File: src/rtl/video_pkg.sv
// Shared video-pipeline definitions: default pixel width and the
// ping-pong frame buffer read FSM state encoding.
package video_pkg;

    localparam int unsigned VIDEO_DATA_W = 8;

    // Read side: wait for a full bank, then stream it out.
    typedef enum logic [0:0] {
        IDLE   = 1'b0,
        STREAM = 1'b1
    } rd_state_e;

endpackage

File: src/rtl/pingpong_frame_buffer_if.sv
// Write/read stream bundle for the ping-pong frame buffer.
//   master : pixel producer/consumer side (drives wr_valid, wr_data, rd_pause)
//   slave  : frame buffer side (drives ready, read data, done pulses, status)
interface pingpong_frame_buffer_if
    import video_pkg::*;
#(
    parameter int unsigned DATA_W = VIDEO_DATA_W,
    parameter int unsigned FCNT_W = 16
);

    logic              wr_valid;
    logic [DATA_W-1:0] wr_data;
    logic              wr_ready;
    logic              wr_frame_done;
    logic              rd_pause;
    logic              rd_valid;
    logic [DATA_W-1:0] rd_data;
    logic              rd_frame_done;
    logic [1:0]        bank_full;
    logic [FCNT_W-1:0] frame_cnt;

    modport master (
        output wr_valid, wr_data, rd_pause,
        input  wr_ready, wr_frame_done, rd_valid, rd_data, rd_frame_done,
               bank_full, frame_cnt
    );

    modport slave (
        input  wr_valid, wr_data, rd_pause,
        output wr_ready, wr_frame_done, rd_valid, rd_data, rd_frame_done,
               bank_full, frame_cnt
    );

endinterface

File: src/rtl/fb_bank_ram.sv
// Simple dual-port RAM holding both frame banks, addressed as {bank, addr}.
//   clk   : clock
//   rst   : synchronous clear of the read data register only (array untouched)
//   we    : write enable, waddr/wdata : write port
//   re    : read enable, raddr : read address; rdata updates 1 cycle later
//           and holds its value while re is low
module fb_bank_ram #(
    parameter  int unsigned DATA_W = 8,
    parameter  int unsigned WORDS  = 128,
    localparam int unsigned AW     = $clog2(WORDS)
) (
    input  logic              clk,
    input  logic              rst,
    input  logic              we,
    input  logic [AW-1:0]     waddr,
    input  logic [DATA_W-1:0] wdata,
    input  logic              re,
    input  logic [AW-1:0]     raddr,
    output logic [DATA_W-1:0] rdata
);

    logic [DATA_W-1:0] mem [WORDS];

    // Write port
    always_ff @(posedge clk) begin
        if (we) begin
            mem[waddr] <= wdata;
        end
    end

    // Registered read port
    always_ff @(posedge clk) begin
        if (rst) begin
            rdata <= '0;
        end else if (re) begin
            rdata <= mem[raddr];
        end
    end

endmodule

File: src/rtl/pingpong_frame_buffer.sv
// Double-banked frame store: the writer fills one bank while the reader
// streams the other. Backpressure on write, pause on read, per-frame done
// pulses and a count of frames read out.
//   clk, rst (sync, active-high), clear (sync flush of banks and pointers)
//   bus.wr_valid/wr_data/wr_ready : pixel write handshake
//   bus.wr_frame_done             : pulse the cycle after a frame's last write
//   bus.rd_pause                  : downstream stall
//   bus.rd_valid/rd_data          : registered pixel output
//   bus.rd_frame_done             : pulse alongside a frame's last rd_valid
//   bus.bank_full                 : per-bank full flags
//   bus.frame_cnt                 : frames fully read, wraps
// The interface instance must be parameterised with the same DATA_W/FCNT_W.
module pingpong_frame_buffer
    import video_pkg::*;
#(
    parameter  int unsigned DATA_W = VIDEO_DATA_W,
    parameter  int unsigned DEPTH  = 64,
    parameter  int unsigned FCNT_W = 16,
    localparam int unsigned ADDR_W = $clog2(DEPTH)
) (
    input  logic clk,
    input  logic rst,
    input  logic clear,
    pingpong_frame_buffer_if.slave bus
);

    localparam int unsigned RAM_AW    = ADDR_W + 1;
    localparam int unsigned RAM_WORDS = 2 * (2 ** ADDR_W);
    localparam logic [ADDR_W-1:0] LAST_ADDR = ADDR_W'(DEPTH - 1);

    rd_state_e state_q, state_d;

    logic [1:0]        bank_full_q, bank_full_d;
    logic              wr_bank_q;
    logic [ADDR_W-1:0] wr_addr_q;
    logic              wr_frame_done_q;
    logic              rd_bank_q;
    logic [ADDR_W-1:0] rd_addr_q;
    logic              rd_valid_q;
    logic              rd_frame_done_q;
    logic [FCNT_W-1:0] frame_cnt_q;
    logic [DATA_W-1:0] ram_rdata;

    logic flush_c;
    logic wr_ready_c;
    logic wr_fire_c;
    logic wr_last_c;
    logic rd_issue_c;
    logic rd_last_c;

    // clear behaves like rst for state, but keeps the writer ready
    assign flush_c    = rst | clear;
    assign wr_ready_c = ~rst & ~bank_full_q[wr_bank_q];
    assign wr_fire_c  = bus.wr_valid & wr_ready_c;
    assign wr_last_c  = wr_fire_c & (wr_addr_q == LAST_ADDR);
    assign rd_last_c  = rd_issue_c & (rd_addr_q == LAST_ADDR);

    // Read FSM: state register
    always_ff @(posedge clk) begin
        if (flush_c) begin
            state_q <= IDLE;
        end else begin
            state_q <= state_d;
        end
    end

    // Read FSM: next state and address issue strobe
    always_comb begin
        state_d    = state_q;
        rd_issue_c = 1'b0;
        case (state_q)
            IDLE: begin
                if (bank_full_q[rd_bank_q]) begin
                    state_d = STREAM;
                end
            end
            STREAM: begin
                if (!bus.rd_pause) begin
                    rd_issue_c = 1'b1;
                    if (rd_addr_q == LAST_ADDR) begin
                        state_d = IDLE;
                    end
                end
            end
            default: state_d = IDLE;
        endcase
    end

    // Full flags: writer sets the bank it completes, reader clears the bank
    // it drains; the two never address the same bank in one cycle.
    always_comb begin
        bank_full_d = bank_full_q;
        if (wr_last_c) begin
            bank_full_d[wr_bank_q] = 1'b1;
        end
        if (rd_last_c) begin
            bank_full_d[rd_bank_q] = 1'b0;
        end
    end

    always_ff @(posedge clk) begin
        if (flush_c) begin
            bank_full_q <= '0;
        end else begin
            bank_full_q <= bank_full_d;
        end
    end

    // Write pointer and frame-done pulse
    always_ff @(posedge clk) begin
        if (flush_c) begin
            wr_bank_q       <= 1'b0;
            wr_addr_q       <= '0;
            wr_frame_done_q <= 1'b0;
        end else begin
            wr_frame_done_q <= wr_last_c;
            if (wr_fire_c) begin
                if (wr_last_c) begin
                    wr_addr_q <= '0;
                    wr_bank_q <= ~wr_bank_q;
                end else begin
                    wr_addr_q <= wr_addr_q + ADDR_W'(1);
                end
            end
        end
    end

    // Read pointer, valid/done strobes aligned with RAM output, frame count
    always_ff @(posedge clk) begin
        if (flush_c) begin
            rd_bank_q       <= 1'b0;
            rd_addr_q       <= '0;
            rd_valid_q      <= 1'b0;
            rd_frame_done_q <= 1'b0;
            frame_cnt_q     <= '0;
        end else begin
            rd_valid_q      <= rd_issue_c;
            rd_frame_done_q <= rd_last_c;
            if (rd_last_c) begin
                frame_cnt_q <= frame_cnt_q + FCNT_W'(1);
            end
            if (rd_issue_c) begin
                if (rd_last_c) begin
                    rd_addr_q <= '0;
                    rd_bank_q <= ~rd_bank_q;
                end else begin
                    rd_addr_q <= rd_addr_q + ADDR_W'(1);
                end
            end
        end
    end

    fb_bank_ram #(
        .DATA_W (DATA_W),
        .WORDS  (RAM_WORDS)
    ) u_ram (
        .clk   (clk),
        .rst   (flush_c),
        .we    (wr_fire_c & ~clear),
        .waddr (RAM_AW'({wr_bank_q, wr_addr_q})),
        .wdata (bus.wr_data),
        .re    (rd_issue_c),
        .raddr (RAM_AW'({rd_bank_q, rd_addr_q})),
        .rdata (ram_rdata)
    );

    assign bus.wr_ready      = wr_ready_c;
    assign bus.wr_frame_done = wr_frame_done_q;
    assign bus.rd_valid      = rd_valid_q;
    assign bus.rd_data       = ram_rdata;
    assign bus.rd_frame_done = rd_frame_done_q;
    assign bus.bank_full     = bank_full_q;
    assign bus.frame_cnt     = frame_cnt_q;

endmodule

File: src/flat_wrapper.sv
// flat-port wrapper written by rule: the top's interface ports become plain ports
module pingpong_frame_buffer_flat import video_pkg::*;
#(
    parameter  int unsigned DATA_W = VIDEO_DATA_W,
    parameter  int unsigned DEPTH  = 64,
    parameter  int unsigned FCNT_W = 16,
    localparam int unsigned ADDR_W = $clog2(DEPTH)
)
  (clk, rst, clear, bus_wr_valid, bus_wr_data, bus_rd_pause, bus_wr_ready, bus_wr_frame_done, bus_rd_valid, bus_rd_data, bus_rd_frame_done, bus_bank_full, bus_frame_cnt);
  pingpong_frame_buffer_if #(.DATA_W(DATA_W), .FCNT_W(FCNT_W)) bus_i ();
  input  logic clk;
  input  logic rst;
  input  logic clear;
  input wire logic [$bits(bus_i.wr_valid)-1:0] bus_wr_valid;
  input wire logic [$bits(bus_i.wr_data)-1:0] bus_wr_data;
  input wire logic [$bits(bus_i.rd_pause)-1:0] bus_rd_pause;
  output wire logic [$bits(bus_i.wr_ready)-1:0] bus_wr_ready;
  output wire logic [$bits(bus_i.wr_frame_done)-1:0] bus_wr_frame_done;
  output wire logic [$bits(bus_i.rd_valid)-1:0] bus_rd_valid;
  output wire logic [$bits(bus_i.rd_data)-1:0] bus_rd_data;
  output wire logic [$bits(bus_i.rd_frame_done)-1:0] bus_rd_frame_done;
  output wire logic [$bits(bus_i.bank_full)-1:0] bus_bank_full;
  output wire logic [$bits(bus_i.frame_cnt)-1:0] bus_frame_cnt;
  assign bus_i.wr_valid = bus_wr_valid;
  assign bus_i.wr_data = bus_wr_data;
  assign bus_i.rd_pause = bus_rd_pause;
  assign bus_wr_ready = bus_i.wr_ready;
  assign bus_wr_frame_done = bus_i.wr_frame_done;
  assign bus_rd_valid = bus_i.rd_valid;
  assign bus_rd_data = bus_i.rd_data;
  assign bus_rd_frame_done = bus_i.rd_frame_done;
  assign bus_bank_full = bus_i.bank_full;
  assign bus_frame_cnt = bus_i.frame_cnt;
  pingpong_frame_buffer #(.DATA_W(DATA_W), .DEPTH(DEPTH), .FCNT_W(FCNT_W)) u_core (.clk(clk), .rst(rst), .clear(clear), .bus(bus_i));
endmodule
File: config.mk
export PLATFORM = sky130hd
export DESIGN_NAME = pingpong_frame_buffer_flat
export DESIGN_NICKNAME = d
export VERILOG_FILES = /design/src/rtl/video_pkg.sv /design/src/rtl/pingpong_frame_buffer_if.sv /design/src/rtl/fb_bank_ram.sv /design/src/rtl/pingpong_frame_buffer.sv /design/src/flat_wrapper.sv
export SDC_FILE = /design/constraint.sdc
export NUM_CORES = 1
export LEC_CHECK = 0
export CORE_MARGIN = 3
export CORE_UTILIZATION = 55
export DETAILED_ROUTE_END_ITERATION = 12
export GPL_TIMING_DRIVEN = 0
export PLACE_DENSITY = 0.71
export REMOVE_ABC_BUFFERS = 1
export SYNTH_ARGS = -nofsm -noshare
export SYNTH_HDL_FRONTEND = slang
export SYNTH_HIERARCHICAL = 1
export SYNTH_SLANG_ARGS = --single-unit
export TNS_END_PERCENT = 100
File: constraint.sdc
create_clock -name clk -period 7.4 [get_ports clk]
set_input_delay 0.74 -clock clk [delete_from_list [all_inputs] [get_ports clk]]
set_output_delay 0.74 -clock clk [all_outputs]
set_load 0.05 [all_outputs]
==> flow_metrics.env <==
export IMPL_die_w_um=283
export IMPL_htree_levels=3
export IMPL_worstPathRequired_ps=7680
export IMPL_maxCapViolations=0
export IMPL_nNetsFinal=2279
export IMPL_fin_crit_ps=4700
export IMPL_cts_root_buf="clkbuf_16"
export IMPL_end_kind="flip-flop"
export IMPL_avgSynthCellArea_um2=19.1
export IMPL_fp_dieH_um=283
export IMPL_ys_flop_type="edfxtp_1"
export IMPL_synth_cell_type_count=54
export IMPL_rsz0062_at_grt="no"
export IMPL_synth_edf_count=1024
export IMPL_io_buffers=42
export IMPL_final_cell_mix="edfxtp_1, mux2i_1, mux4_2, nor2_1, clkbuf_16"
export IMPL_startpoint_type="flip-flop"
export IMPL_clkTransAtPathRegs_ps=60
export IMPL_dp_slack_ps=2350
export IMPL_dr_pass1_iters=6
export IMPL_status="finished clean"
export IMPL_setup_viol=0
export IMPL_multi_input_area_um2=9680
export IMPL_clock_latency_ps=670
export IMPL_arrival_ps=4980
export IMPL_tightest_slew_ps=1470
export IMPL_grt_max_degree=94
export IMPL_placedCellCount=3175
export IMPL_crit_type="flip-flop to flip-flop"
export IMPL_netlist_area_um2=42100
export IMPL_area_delta_synth_final_pct=11.2
export IMPL_row_count=100
export IMPL_grt_pass1_vias=21400
export IMPL_fp_coreArea_um2=75200
export IMPL_gp_congestion=0.847
export IMPL_grt_pass1_wl_mm=140
export IMPL_period_share_pct=63.6
export IMPL_hold_violations=0
export IMPL_io_pin_count=43
export IMPL_cts_hold_buffers=0
export IMPL_p_leak_uw=0.0137
export IMPL_max_freq_mhz=213
export IMPL_die_area_um2=80000
export IMPL_drv_slew=0
export IMPL_mostFrequentLayoutCell="edfxtp_1"
export IMPL_critical_path_max_fanout=13
export IMPL_cpMostUsedCell="nor2_1"
export IMPL_grt_overflow_total=0
export IMPL_ant_nets=0
export IMPL_area_sequential_um2=31600
export IMPL_path_buf_inv=0
export IMPL_tns_ps=0
export IMPL_drt_iter0_markers=2530
export IMPL_via_count=21800
export IMPL_cpLargestDelayFamily="simple AND/OR/NAND/NOR gates"
export IMPL_cpPeakStageDelay_ps=1160
export IMPL_remaining_drc_errors=0
export IMPL_hold_class="flip-flop to flip-flop"
export IMPL_cts_resized=0
export IMPL_synth_cells=2211
export IMPL_relSlewSlack_pct=1.78
export IMPL_crit_chain="mux2i_1, nand2_1, nor2_1, nor2b_1, nand3_1, nor2_1"
export IMPL_antenna_found_initial=1
export IMPL_grt_usage_pct=24.0
export IMPL_fill_cells=5072
export IMPL_async_reset_ff_share_pct=0
export IMPL_drive_gt1_share_pct=16.4
export IMPL_wl_mm=94.6
export IMPL_numCtsBuffers=106
export IMPL_clock_sinks=1068
export IMPL_utilization_pct=62.3
export IMPL_ys_warnings_count=6
export IMPL_start_util_pct=56.0
export IMPL_antenna_cells=0
export IMPL_postCtsSetupRepairBufs=0
export IMPL_dp_hpwl_mm=57.7
export IMPL_cts_tree="done"
export IMPL_cts_buffer_depth=3
export IMPL_vdd_drop_max_mv=0.212
export IMPL_synth_seq_area_share_pct=75.1
export IMPL_stdcell_count=3373
export IMPL_via_per_inst=6.47
export IMPL_clock_skew_ps=24.7
export IMPL_powerDensity_nw_per_um2=251
export IMPL_setup_slack_ps=2700
export IMPL_wire_per_inst_um=28.0
export IMPL_cpMaxStageDelayCell="nor2_1"
export IMPL_synth_seq_cells=1068
kinds of logic (layout without fill, tap and decap cells):
logic type	Yosys count	after routing	share of synthesized area (%)
flip-flops	1068	1068	75.1
multiplexers	390	390	14.4
AND/OR/NAND/NOR	380	380	4.41
AO/OA/AOI/OAI	226	226	3.59
buffers and inverters	128	270	2.09
XOR/XNOR	16	16	0.332
adder cells (fa/ha/maj)	3	3	0.0891
where the power goes:
part           switching [uW]  internal [uW]
sequential               2.03           6620
combinational             109           20.9
clock                    2190           2810
total                    2300           9440
per-stage QoR:
step / instance area (um^2) / power, uW / hold slack, ps
2_1_floorplan: 41300 / 6760 / 533
3_3_place_gp: 43000 / 6890 / 475
3_5_place_dp: 43600 / 6880 / 518
6_report: 46900 / 11700 / 533
5_1_grt: 46900 / 12100 / 548
4_1_cts: 46800 / 11800 / 529
sequential cells by signal (all words and copies together), names as in the netlist:
signal	count
u_core/bus.bank_full	2
u_core/bus.frame_cnt	16
u_core/bus.rd_frame_done	1
u_core/bus.rd_valid	1
u_core/bus.wr_frame_done	1
u_core/rd_addr_q	6
u_core/rd_bank_q	1
u_core/state_q	1
u_core/u_ram/mem	1024
u_core/u_ram/rdata	8
u_core/wr_addr_q	6
u_core/wr_bank_q	1
routing by layer:
metal	global-route usage, %	vias up	wire (um)
met3	4.28	169	8470
met5	0	-	8
met2	37.4	1153	45000
met1	35.1	11300	38200
li1	-	9145	-
met4	7.77	2	2920
worst min-delay path: stages, from the launching register on:
cell and delay, ps:
dfxtp_1 310, nor2_1 110, nor4_2 60
final cells by class:
cell class / count / share of cell area (%)
multi-input combinational: 1015 / 20.7
tap: 1020 / 2.72
inverter: 8 / 0.0641
clock buffer: 125 / 5.81
sequential: 1068 / 67.5
clock inverter: 73 / 1.16
timing repair buffer: 64 / 2.06
Yosys cell counts, types with 4 or more instances:
| library cell | n | area, um^2 |
|---|---|---|
| xnor2_1 | 11 | 96.3 |
| o21ai_0 | 12 | 60.1 |
| and2_1 | 7 | 43.8 |
| nand3_1 | 40 | 200 |
| o21ai_1 | 7 | 35.0 |
| mux2i_1 | 200 | 2000 |
| mux4_2 | 162 | 3650 |
| inv_1 | 6 | 22.5 |
| o22ai_1 | 11 | 68.8 |
| buf_1 | 11 | 41.3 |
| nand4_1 | 18 | 113 |
| nor4_1 | 6 | 37.5 |
| edfxtp_1 | 1024 | 30700 |
| a221oi_1 | 10 | 87.6 |
| buf_2 | 23 | 115 |
| nor2_1 | 159 | 597 |
| mux4_1 | 8 | 210 |
| mux2_2 | 19 | 214 |
| o211ai_1 | 9 | 67.6 |
| buf_12 | 10 | 200 |
| a211oi_1 | 7 | 52.6 |
| dfxtp_1 | 44 | 881 |
| a31oi_1 | 4 | 25.0 |
| nor4_2 | 11 | 138 |
| a21oi_1 | 57 | 285 |
| or3_1 | 9 | 56.3 |
| buf_4 | 4 | 30.0 |
| nor3_1 | 41 | 205 |
| buf_6 | 20 | 225 |
| a22oi_1 | 100 | 751 |
| xor2_1 | 5 | 43.8 |
| nand2_1 | 52 | 195 |
| nand2b_1 | 7 | 43.8 |
| nor2b_1 | 13 | 81.3 |
| nor3_2 | 5 | 50.1 |
| buf_8 | 4 | 60.1 |
| clkbuf_1 | 48 | 180 |
path summary, 6_finish.rpt:
| check | cells past startpoint | slack (ps) | to | from |
|---|---|---|---|---|
| max | 6 | 2700 | u_core/u_ram/mem[14][1] | u_core/wr_bank_q |
| min | 2 | 530 | u_core/u_ram/rdata[2] | u_core/u_ram/rdata[2] |
| max reg2reg | 6 | 2700 | u_core/u_ram/mem[14][1] | u_core/wr_bank_q |
| min reg2reg | 2 | 530 | u_core/u_ram/rdata[2] | u_core/u_ram/rdata[2] |
No activity file was read; power rests on OpenSTA's default activity.
